===== src/rtl/spu_ls_pkg.sv =====
// -----------------------------------------------------------------------------
// spu_ls_pkg
// Shared types and constants for the local-store refill arbiter.
//   ls_line_t       : one 128-bit local-store line, big-endian bit numbering
//   refill_state_t  : refill sequencer states (IDLE, FILL, DRAIN)
//   BLOCK_LINES     : LS lines per instruction block (32 instructions)
//   LS_LINE_ADDR_W  : LS line-address width (8192 lines)
//   BEAT_W/ISSUE_W  : widths of the in-block beat index and the issued count
// -----------------------------------------------------------------------------
package spu_ls_pkg;

    localparam int BLOCK_LINES    = 8;
    localparam int LS_LINE_ADDR_W = 13;
    localparam int BEAT_W         = $clog2(BLOCK_LINES);
    localparam int ISSUE_W        = $clog2(BLOCK_LINES + 1);

    typedef logic [0:127] ls_line_t;

    typedef enum logic [1:0] {
        IDLE  = 2'd0,
        FILL  = 2'd1,
        DRAIN = 2'd2
    } refill_state_t;

    // Next line of a block; the beat field is exactly BEAT_W bits wide, so the
    // natural overflow gives the mod-BLOCK_LINES wrap.
    function automatic logic [BEAT_W-1:0] next_beat(input logic [BEAT_W-1:0] beat);
        return beat + BEAT_W'(1);
    endfunction

endpackage


===== src/rtl/refill_beat_ctr.sv =====
// -----------------------------------------------------------------------------
// refill_beat_ctr
// Wrapping beat counter for an instruction-block refill plus a count of the
// beats already issued.
// Ports:
//   clk        in   clock
//   reset      in   synchronous, active-low reset
//   load       in   start a new refill: beat <= start_beat, issued <= 0
//   start_beat in   first line of the refill
//   inc        in   one refill beat is issued this cycle
//   beat       out  line index of the next beat to issue
//   issued     out  number of beats issued so far
//   last       out  the next issued beat is the final line of the block
// -----------------------------------------------------------------------------
module refill_beat_ctr
    import spu_ls_pkg::*;
(
    input  logic               clk,
    input  logic               reset,
    input  logic               load,
    input  logic [BEAT_W-1:0]  start_beat,
    input  logic               inc,
    output logic [BEAT_W-1:0]  beat,
    output logic [ISSUE_W-1:0] issued,
    output logic               last
);

    logic [BEAT_W-1:0]  beat_reg,   beat_next;
    logic [ISSUE_W-1:0] issued_reg, issued_next;

    always_comb begin
        beat_next   = beat_reg;
        issued_next = issued_reg;
        if (load) begin
            beat_next   = start_beat;
            issued_next = '0;
        end else if (inc) begin
            beat_next   = next_beat(beat_reg);
            issued_next = issued_reg + ISSUE_W'(1);
        end
    end

    always_ff @(posedge clk) begin
        if (!reset) begin
            beat_reg   <= '0;
            issued_reg <= '0;
        end else begin
            beat_reg   <= beat_next;
            issued_reg <= issued_next;
        end
    end

    assign beat   = beat_reg;
    assign issued = issued_reg;
    assign last   = (issued_reg == ISSUE_W'(BLOCK_LINES - 1));

endmodule


===== src/rtl/ls_refill_arbiter.sv =====
// -----------------------------------------------------------------------------
// ls_refill_arbiter
// Sequences an instruction-block refill (eight LS lines) on an I-cache miss
// and shares the single LS port with the odd-pipe load/store unit.  The odd
// pipe owns the port in every cycle a refill beat is not issued; a starvation
// counter forces a refill beat after STARVE_MAX consecutive odd-pipe grants.
//
// Build option: define REFILL_CRITICAL_FIRST_EN to start the refill at the
// line holding the missing instruction (miss_beat) and wrap mod 8.  Without
// it every refill starts at line 0 and miss_beat is ignored.
//
// Parameters: STARVE_MAX, LINE_W (line width), ADDR_W (LS line-address width)
// Ports:
//   clk, reset                      clock, synchronous active-low reset
//   miss_req/miss_blk/miss_beat     I-cache miss request (held until miss_ack)
//   miss_ack, busy                  refill complete pulse, refill in progress
//   fill_valid/fill_beat/fill_last/fill_data   refill line stream
//   ls_req/ls_wr/ls_addr/ls_wdata   odd-pipe access request
//   ls_gnt                          combinational grant (issued this cycle)
//   ls_rvalid/ls_rdata              odd-pipe load return, one cycle after grant
//   mem_en/mem_wr/mem_addr/mem_wdata/mem_rdata   LS port (read data one cycle
//                                   after a read strobe)
// The LS strobes are driven in the cycle the access is issued so that a read
// returns one cycle later; the return tag and all status outputs are flops,
// and the returned data is mem_rdata gated by the registered tag.
// -----------------------------------------------------------------------------
module ls_refill_arbiter
    import spu_ls_pkg::*;
#(
    parameter int STARVE_MAX = 4,
    parameter int LINE_W     = 128,
    parameter int ADDR_W     = LS_LINE_ADDR_W
) (
    input  logic              clk,
    input  logic              reset,
    input  logic              miss_req,
    input  logic [9:0]        miss_blk,
    input  logic [2:0]        miss_beat,
    output logic              miss_ack,
    output logic              busy,
    output logic              fill_valid,
    output logic [2:0]        fill_beat,
    output logic              fill_last,
    output logic [LINE_W-1:0] fill_data,
    input  logic              ls_req,
    input  logic              ls_wr,
    input  logic [0:31]       ls_addr,
    input  logic [LINE_W-1:0] ls_wdata,
    output logic              ls_gnt,
    output logic              ls_rvalid,
    output logic [LINE_W-1:0] ls_rdata,
    output logic              mem_en,
    output logic              mem_wr,
    output logic [ADDR_W-1:0] mem_addr,
    output logic [LINE_W-1:0] mem_wdata,
    input  logic [LINE_W-1:0] mem_rdata
);

    localparam int STARVE_W = (STARVE_MAX < 1) ? 1 : $clog2(STARVE_MAX + 1);

    refill_state_t       state_reg, state_next;
    logic [9:0]          blk_reg, blk_next;
    logic [STARVE_W-1:0] starve_reg, starve_next;

    // Return tag: which requester owns the data coming back on mem_rdata.
    logic                fill_tag_reg;
    logic [BEAT_W-1:0]   fill_beat_reg;
    logic                fill_last_reg;
    logic                ls_tag_reg;

    logic                accept;
    logic                issue;
    logic                gnt;
    logic                refill_win;
    logic [BEAT_W-1:0]   beat;
    logic [BEAT_W-1:0]   start_beat;
    logic [ISSUE_W-1:0]  issued;
    logic                last_beat;
    logic [ADDR_W-1:0]   ls_line;

    assign ls_line = ADDR_W'(ls_addr[15:27]);

`ifdef REFILL_CRITICAL_FIRST_EN
    assign start_beat = miss_beat;
`else
    assign start_beat = '0;
`endif

    refill_beat_ctr u_beat_ctr (
        .clk        (clk),
        .reset      (reset),
        .load       (accept),
        .start_beat (start_beat),
        .inc        (issue),
        .beat       (beat),
        .issued     (issued),
        .last       (last_beat)
    );

    // ---------------------------------------------------------------------
    // Next state, arbitration and LS port strobes
    // ---------------------------------------------------------------------
    always_comb begin
        state_next  = state_reg;
        blk_next    = blk_reg;
        starve_next = starve_reg;
        accept      = 1'b0;
        issue       = 1'b0;
        gnt         = 1'b0;
        refill_win  = 1'b0;
        mem_en      = 1'b0;
        mem_wr      = 1'b0;
        mem_addr    = '0;
        mem_wdata   = '0;

        case (state_reg)
            IDLE: begin
                gnt = ls_req;
                if (miss_req) begin
                    accept      = 1'b1;
                    state_next  = FILL;
                    blk_next    = miss_blk;
                    starve_next = '0;
                end
            end
            FILL: begin
                // A refill beat goes out whenever the port is free, or when
                // the odd pipe has held it for STARVE_MAX cycles in a row.
                refill_win = !ls_req || (starve_reg == STARVE_W'(STARVE_MAX));
                if (refill_win) begin
                    issue       = 1'b1;
                    starve_next = '0;
                    if (last_beat) begin
                        state_next = DRAIN;
                    end
                end else begin
                    gnt = 1'b1;
                    if (starve_reg != STARVE_W'(STARVE_MAX)) begin
                        starve_next = starve_reg + STARVE_W'(1);
                    end
                end
            end
            DRAIN: begin
                // Only the final refill line is still returning; the port
                // itself is free for the odd pipe.
                gnt        = ls_req;
                state_next = IDLE;
            end
            default: begin
                state_next = IDLE;
            end
        endcase

        if (issue) begin
            mem_en   = 1'b1;
            mem_addr = ADDR_W'({blk_reg, beat});
        end else if (gnt) begin
            mem_en    = 1'b1;
            mem_wr    = ls_wr;
            mem_addr  = ls_line;
            mem_wdata = ls_wr ? ls_wdata : '0;
        end
    end

    // ---------------------------------------------------------------------
    // State and return-tag registers
    // ---------------------------------------------------------------------
    always_ff @(posedge clk) begin
        if (!reset) begin
            state_reg     <= IDLE;
            blk_reg       <= '0;
            starve_reg    <= '0;
            fill_tag_reg  <= 1'b0;
            fill_beat_reg <= '0;
            fill_last_reg <= 1'b0;
            ls_tag_reg    <= 1'b0;
        end else begin
            state_reg     <= state_next;
            blk_reg       <= blk_next;
            starve_reg    <= starve_next;
            fill_tag_reg  <= issue;
            if (issue) begin
                fill_beat_reg <= beat;
            end
            fill_last_reg <= issue && last_beat;
            ls_tag_reg    <= gnt && !ls_wr;
        end
    end

    // ---------------------------------------------------------------------
    // Outputs
    // ---------------------------------------------------------------------
    assign ls_gnt     = gnt;
    assign busy       = (state_reg != IDLE);
    assign fill_valid = fill_tag_reg;
    assign fill_beat  = fill_beat_reg;
    assign fill_last  = fill_last_reg;
    assign miss_ack   = fill_last_reg;
    assign ls_rvalid  = ls_tag_reg;

    // Refill and odd-pipe returns never share a cycle, so mem_rdata is simply
    // steered by the tag; an untagged return reads as zero.
    genvar gi;
    generate
        for (gi = 0; gi < LINE_W; gi++) begin : g_route
            assign fill_data[gi] = fill_tag_reg & mem_rdata[gi];
            assign ls_rdata[gi]  = ls_tag_reg   & mem_rdata[gi];
        end
    endgenerate

    // Address bits outside the line field, the issued count and (in the
    // default build) miss_beat are intentionally not consumed.
    logic unused_inputs;
    assign unused_inputs = ^{miss_beat, ls_addr[0:14], ls_addr[28:31], issued};

endmodule


===== config.mk =====
export PLATFORM = sky130hd
export DESIGN_NAME = ls_refill_arbiter
export DESIGN_NICKNAME = d
export VERILOG_FILES = /design/src/rtl/spu_ls_pkg.sv /design/src/rtl/refill_beat_ctr.sv /design/src/rtl/ls_refill_arbiter.sv
export SDC_FILE = /design/constraint.sdc
export NUM_CORES = 1
export LEC_CHECK = 0
export BUFFER_PORTS_ARGS = -buffer_cell sky130_fd_sc_hd__buf_2
export CAP_MARGIN = 10
export CORE_AREA = 2 2 279 281
export CTS_CLUSTER_SIZE = 24
export DETAILED_ROUTE_END_ITERATION = 10
export DIE_AREA = 0 0 281 283
export GPL_TIMING_DRIVEN = 0
export HOLD_SLACK_MARGIN = 0.08
export PLACE_DENSITY = 0.35
export REMOVE_ABC_BUFFERS = 1
export SYNTH_ARGS = -nofsm -noshare
export SYNTH_HDL_FRONTEND = slang
export SYNTH_SLANG_ARGS = --single-unit

===== constraint.sdc =====
create_clock -name clk -period 2.2 [get_ports clk]
set_input_delay 0.22 -clock clk [delete_from_list [all_inputs] [get_ports clk]]
set_output_delay 0.22 -clock clk [all_outputs]
set_load 0.02 [all_outputs]

# Word level (Yosys, flattened, before mapping)

Cells that the tools add are included.

Register bits: 28
Word-level logic and storage cells: 314
Input bits: 306
Output and inout bits: 408

Bitwise gates (word level): 257
$add $sub $neg: 3
Reduce and logical (&&, ||, !) cells: 13
Multiplexer cells: 23
Equality and inequality tests: 9

Operators by type and width:

| kind                                                                   | number |
|---|---|
| 128-bit two-way mux                                                    | 3 |
| 1-bit AND                                                              | 256 |
| 13-bit two-way mux                                                     | 2 |
| 1-bit two-way mux                                                      | 9 |
| 3-bit two-way mux                                                      | 3 |
| 3-bit by 1-bit adder with 3-bit output (second input constant)         | 2 |
| 2-bit two-way mux                                                      | 3 |
| 2-bit != test (second input constant)                                  | 3 |
| 3-bit != test (second input constant)                                  | 2 |
| 3-bit case mux with 2 select lines                                     | 1 |
| 3-bit AND reduction                                                    | 2 |
| 4-bit by 1-bit adder with 4-bit output (second input constant)         | 1 |
| 4-bit by 3-bit equality test with 1-bit output (second input constant) | 1 |
| 2-bit case mux with 2 select lines                                     | 1 |
| 2-bit nonzero test                                                     | 2 |
| 2-bit OR reduction                                                     | 2 |
| 3-bit equality test (second input constant)                            | 1 |
| 2-bit by 1-bit equality test with 1-bit output (second input constant) | 1 |
| 2-bit equality test (second input constant)                            | 1 |
| 1-bit logical AND                                                      | 2 |
| 1-bit logical NOT                                                      | 2 |
| 2-bit logical NOT                                                      | 1 |
| 1-bit case mux with 2 select lines                                     | 1 |
| 2-bit AND reduction                                                    | 1 |
| other kinds (2)                                                        | 2 |

# Logic depth before layout (Yosys ltp)

Word-level depth: 6
Mapped depth: 7

# Modules after synthesis

Synthesis repeated with hierarchy kept, for this count alone.

Cell total of the unflattened synthesis: 574
Area, all modules: 3923.8 um^2

Modules (own cells, without submodules):

| module            | area an instance (um^2) | cells an instance | times used | sequential area each (um^2) |
|---|---|---|---|---|
| ls_refill_arbiter | 3568.4                  | 540               | 1          | 420.4 |
| refill_beat_ctr   | 355.3                   | 34                | 1          | 140.1 |

# Worst setup path before layout

OpenSTA, ideal clock, no wires.

Path kind: register to output
From: reg starve_reg[0]
To: out mem_addr[10]
Slack: 357 ps
Cell stages (with the launch flop): 7
Path buffers: 1
Arrival time: 1623 ps
Cell sequence: dfxtp_1 -> inv_1 -> ha_1 -> a21o_1 -> a21oi_1 -> buf_4 -> a22o_1

Longest elaborated chain between the ends: 6

RTL lines:

| element                            | RTL line                 | text |
|---|---|---|
| start, declared                    | ls_refill_arbiter.sv:63  | `logic [STARVE_W-1:0] starve_reg, starve_next;` |
| start signal, assigned             | ls_refill_arbiter.sv:180 | `starve_reg <= starve_next;` |
| 3-bit equality test                | ls_refill_arbiter.sv:129 | `refill_win = !ls_req \|\| (starve_reg == STARVE_W'(STARVE_MAX));` |
| 1-bit logical OR                   | ls_refill_arbiter.sv:129 |  |
| 1-bit two-way mux                  | ls_refill_arbiter.sv:130 | `if (refill_win) begin` |
| 1-bit case mux with 2 select lines | ls_refill_arbiter.sv:116 | `case (state_reg)` |
| named net ls_gnt                   | ls_refill_arbiter.sv:49  | `output logic ls_gnt,` |
| 13-bit two-way mux                 | ls_refill_arbiter.sv:157 | `end else if (gnt) begin` |
| 13-bit two-way mux                 | ls_refill_arbiter.sv:154 | `if (issue) begin` |
| end, declared                      | ls_refill_arbiter.sv:54  | `output logic [ADDR_W-1:0] mem_addr,` |

The timed path passes the listed nets, and every way through them passes these cells.

# Final worst setup path

From: reg starve_reg[0]
To: out mem_wdata[51]

Longest elaborated chain between the ends: 6

RTL lines:

| element                            | RTL line                 | text |
|---|---|---|
| 3-bit equality test *              | ls_refill_arbiter.sv:129 |  |
| 1-bit logical OR *                 | ls_refill_arbiter.sv:129 |  |
| 1-bit two-way mux                  | ls_refill_arbiter.sv:130 |  |
| 1-bit case mux with 2 select lines | ls_refill_arbiter.sv:116 |  |
| 128-bit two-way mux                | ls_refill_arbiter.sv:157 |  |
| 128-bit two-way mux *              | ls_refill_arbiter.sv:154 |  |
| end, declared                      | ls_refill_arbiter.sv:55  | `output logic [LINE_W-1:0] mem_wdata,` |

Every way passes the cells marked *; elsewhere a longest branch is shown, timed or not.

==> metrics <==
Multi-input gate area 3390 um^2; Tightest Pin Transition 912.9 ps; failing checks negative setup slack; Worst Hold Launch miss_blk[7]; EDFF count, synth 0; clk root buf clkbuf_16; number of synthesized register bits 28; placed insts 2265; TritonCTS Buffers 3; count of cell types in the netlist 33; CP max FO 6; DR pass1 iterations 4; Layout Cells excl Fill 2303; Fmax 403.6 MHz; share of cells above drive strength 1 0.6712; via count 6466; clk slew on worst S/H paths 70 ps; Max VDD drop 0.2710 mV; hold path endpoint blk_reg[7]; first-pass GRT wire length 45.91 mm; number of fill cells 8915; Tcrit/Tclk final 1.126; Main synth FF type dfxtp_1; Final ANT Viol Nets 0; LEAKAGE 5.478 nW; Routed WL per cell 15.31 um; clock sinks 28; startpoint types register; Mapped Area 3915 um^2; vias per inst 2.808; Total GRT Usage 0.08062; final instance area 10120 um^2; worst hold path type in2reg; max-cap violations 0; H-tree depth 1; Max-slew headroom 0.3914; antenna violations before repair 19; placed instance area 8638 um^2; R2R Path End u_beat_ctr.issued[3]; Starting DRT DRC Count 231; Die ar. 79520 um^2; Longest Clk Path Bufs 2; core area 76700 um^2; GPL Wtd Cong 0.9003; fin worst setup slack -277.9 ps; Syn-to-layout area delta 158.5%; Arrival @ worst endpoint 2260 ps; Yosys warnings 0; worst hold slack 194.6 ps; Crit Path Class reg2out; Cells after Synth 578; Die Y 283 um; final net count 1567; Hold Vio Cnt, Final 0; Finish-stage setup viols 124; area leader, netlist and2_1; worst skew pair latency 270 ps; hpwl dp 30.13 mm; Die Wd 281 um; min cycle time layout 2478 ps; sequential area share after synthesis 0.1432; row cnt 102; vias in the first global route 6015; Worst R2R Start state_reg[0]; I/O pin total 714; Worst Skew 2.996 ps; Mean Syn Cell Area 6.773 um^2; initial core utilization 0.05104; PortBufs 691; FF+latch area 570.5 um^2; Critical Path End Type output pin; total negative slack -19770 ps; final wirelength 35.25 mm; top cell type's share of synthesized area 0.6168; hold path depth 3; max-slew violation count 0; Post-synth ARST share 0; number of remaining DRC errors 0; largest net degree at the start of global routing 109; CTS tree done; reg2reg setup slack 400 ps; PD cells 258.0 nW/um^2; Worst EP required 1980 ps; max reg flops 10; RSZ-0062 raised after global routing true; Overflow after GRT 0; outcome finished, violations left; R2R cell count 3; Synth area leaders and2_1 62%, dfxtp_1 14%, clkbuf_1 3.1%
-- synth_stat cells (2+ instances only) --
library cell / count
and2_1: 386
clkbuf_1: 32
dfxtp_1: 28
nand2_1: 22
a21boi_0: 14
a22o_1: 13
clkbuf_2: 11
a21oi_1: 9
o21ai_0: 9
inv_1: 7
nand3_1: 7
buf_2: 4
buf_4: 4
ha_1: 4
o31ai_1: 3
or3_1: 3
or4_1: 3
and3_1: 2
nor2_1: 2
nor2b_1: 2
-- logic make-up after synthesis --
family | Yosys count | share of synthesized area
AO/OA/AOI/OAI | 56 | 0.1032
adder cells (fa/ha/maj) | 4 | 0.01278
buffers and inverters | 58 | 0.06424
flip-flops | 28 | 0.1432
AND/OR/NAND/NOR | 432 | 0.6766
-- cell type report --
| class | instances | share of cell area |
|---|---|---|
| diodes | 7 | 0.001731 |
| clock buffers | 3 | 0.007417 |
| clock inverters | 1 | 0.002967 |
| inverters | 7 | 0.002596 |
| multi-input cells | 492 | 0.3349 |
| flip-flops and latches | 28 | 0.05637 |
| well taps | 1040 | 0.1286 |
| repair buffers | 725 | 0.4655 |
-- where the power goes --
part | switching (mW) | internal [mW] | total (mW)
sequential | 0.0275 | 0.522 | 0.550
clock | 0.203 | 0.364 | 0.566
combinational | 0.784 | 0.712 | 1.50
total | 1.01 | 1.60 | 2.61
-- stage by stage --
| step | setup slack, ps | power, mW | utilization |
|---|---|---|---|
| 4_1_cts | -260.0 | 2.623 | 0.1308 |
| 5_1_grt | -337.7 | 2.748 | 0.1318 |
| 2_1_floorplan | -1972 | 1.117 | - |
| 3_3_place_gp | -4581 | 1.768 | 0.1102 |
| 6_report | -277.9 | 2.612 | 0.1320 |
| 3_5_place_dp | -1021 | 1.785 | 0.1126 |
-- per-layer routing --
| layer | wire length (um) | vias to the layer above | share of wire | track usage |
|---|---|---|---|---|
| li1 | - | 3166 | - | - |
| met1 | 13150 | 2860 | 0.37 | 0.08843 |
| met2 | 16400 | 382 | 0.47 | 0.1370 |
| met3 | 4983 | 42 | 0.14 | 0.04164 |
| met4 | 615 | 16 | 0.017 | 0.01858 |
| met5 | 102 | - | 0.0029 | 0 |
-- critical path, stage by stage, from the launching register on --
cell and delay [ps]:
dfxtp_2 340, inv_2 50, ha_4 150, a21o_1 200, a211oi_4 270, clkbuf_16 190, buf_16 110, buf_16 120
buf_12 140, clkbuf_16 150, and2_4 150, buf_6 110
-- cell usage in the layout (no fill, tap or decap), types with 6 or more instances in the layout --
cell type / Yosys / routed
dfxtp_1: 28 / 24
diode_2: 0 / 7
nand2_1: 22 / 22
buf_2: 4 / 580
buf_4: 4 / 14
buf_8: 0 / 6
o21ai_0: 9 / 9
a21oi_1: 9 / 8
and2_4: 0 / 99
a22o_1: 13 / 13
and2_1: 386 / 287
buf_6: 0 / 110
nand3_1: 7 / 7
buf_16: 0 / 7
a21boi_0: 14 / 14
-- timing repair --
action | CTS | global route
gates resized for setup | 319 | 37
pin swaps | 42 | 18
endpoints found under the hold margin | 0 | 0
cloned | 7 | 1
setup buffers | 19 | 3
endpoints found under the setup margin | 143 | 141
hold buffers | 0 | 0
-- worst max path at each step --
stage	start	endpoint	depth (start not counted)
after floorplan	starve_reg[0]	mem_wdata[0]	5
after global placement	starve_reg[0]	mem_wdata[115]	6
after detailed placement	starve_reg[0]	mem_wdata[58]	11
after CTS	starve_reg[0]	mem_wdata[58]	11
after global routing	starve_reg[1]	mem_wdata[51]	11
final	starve_reg[0]	mem_wdata[51]	11
Power figures use the tool's default switching activity.
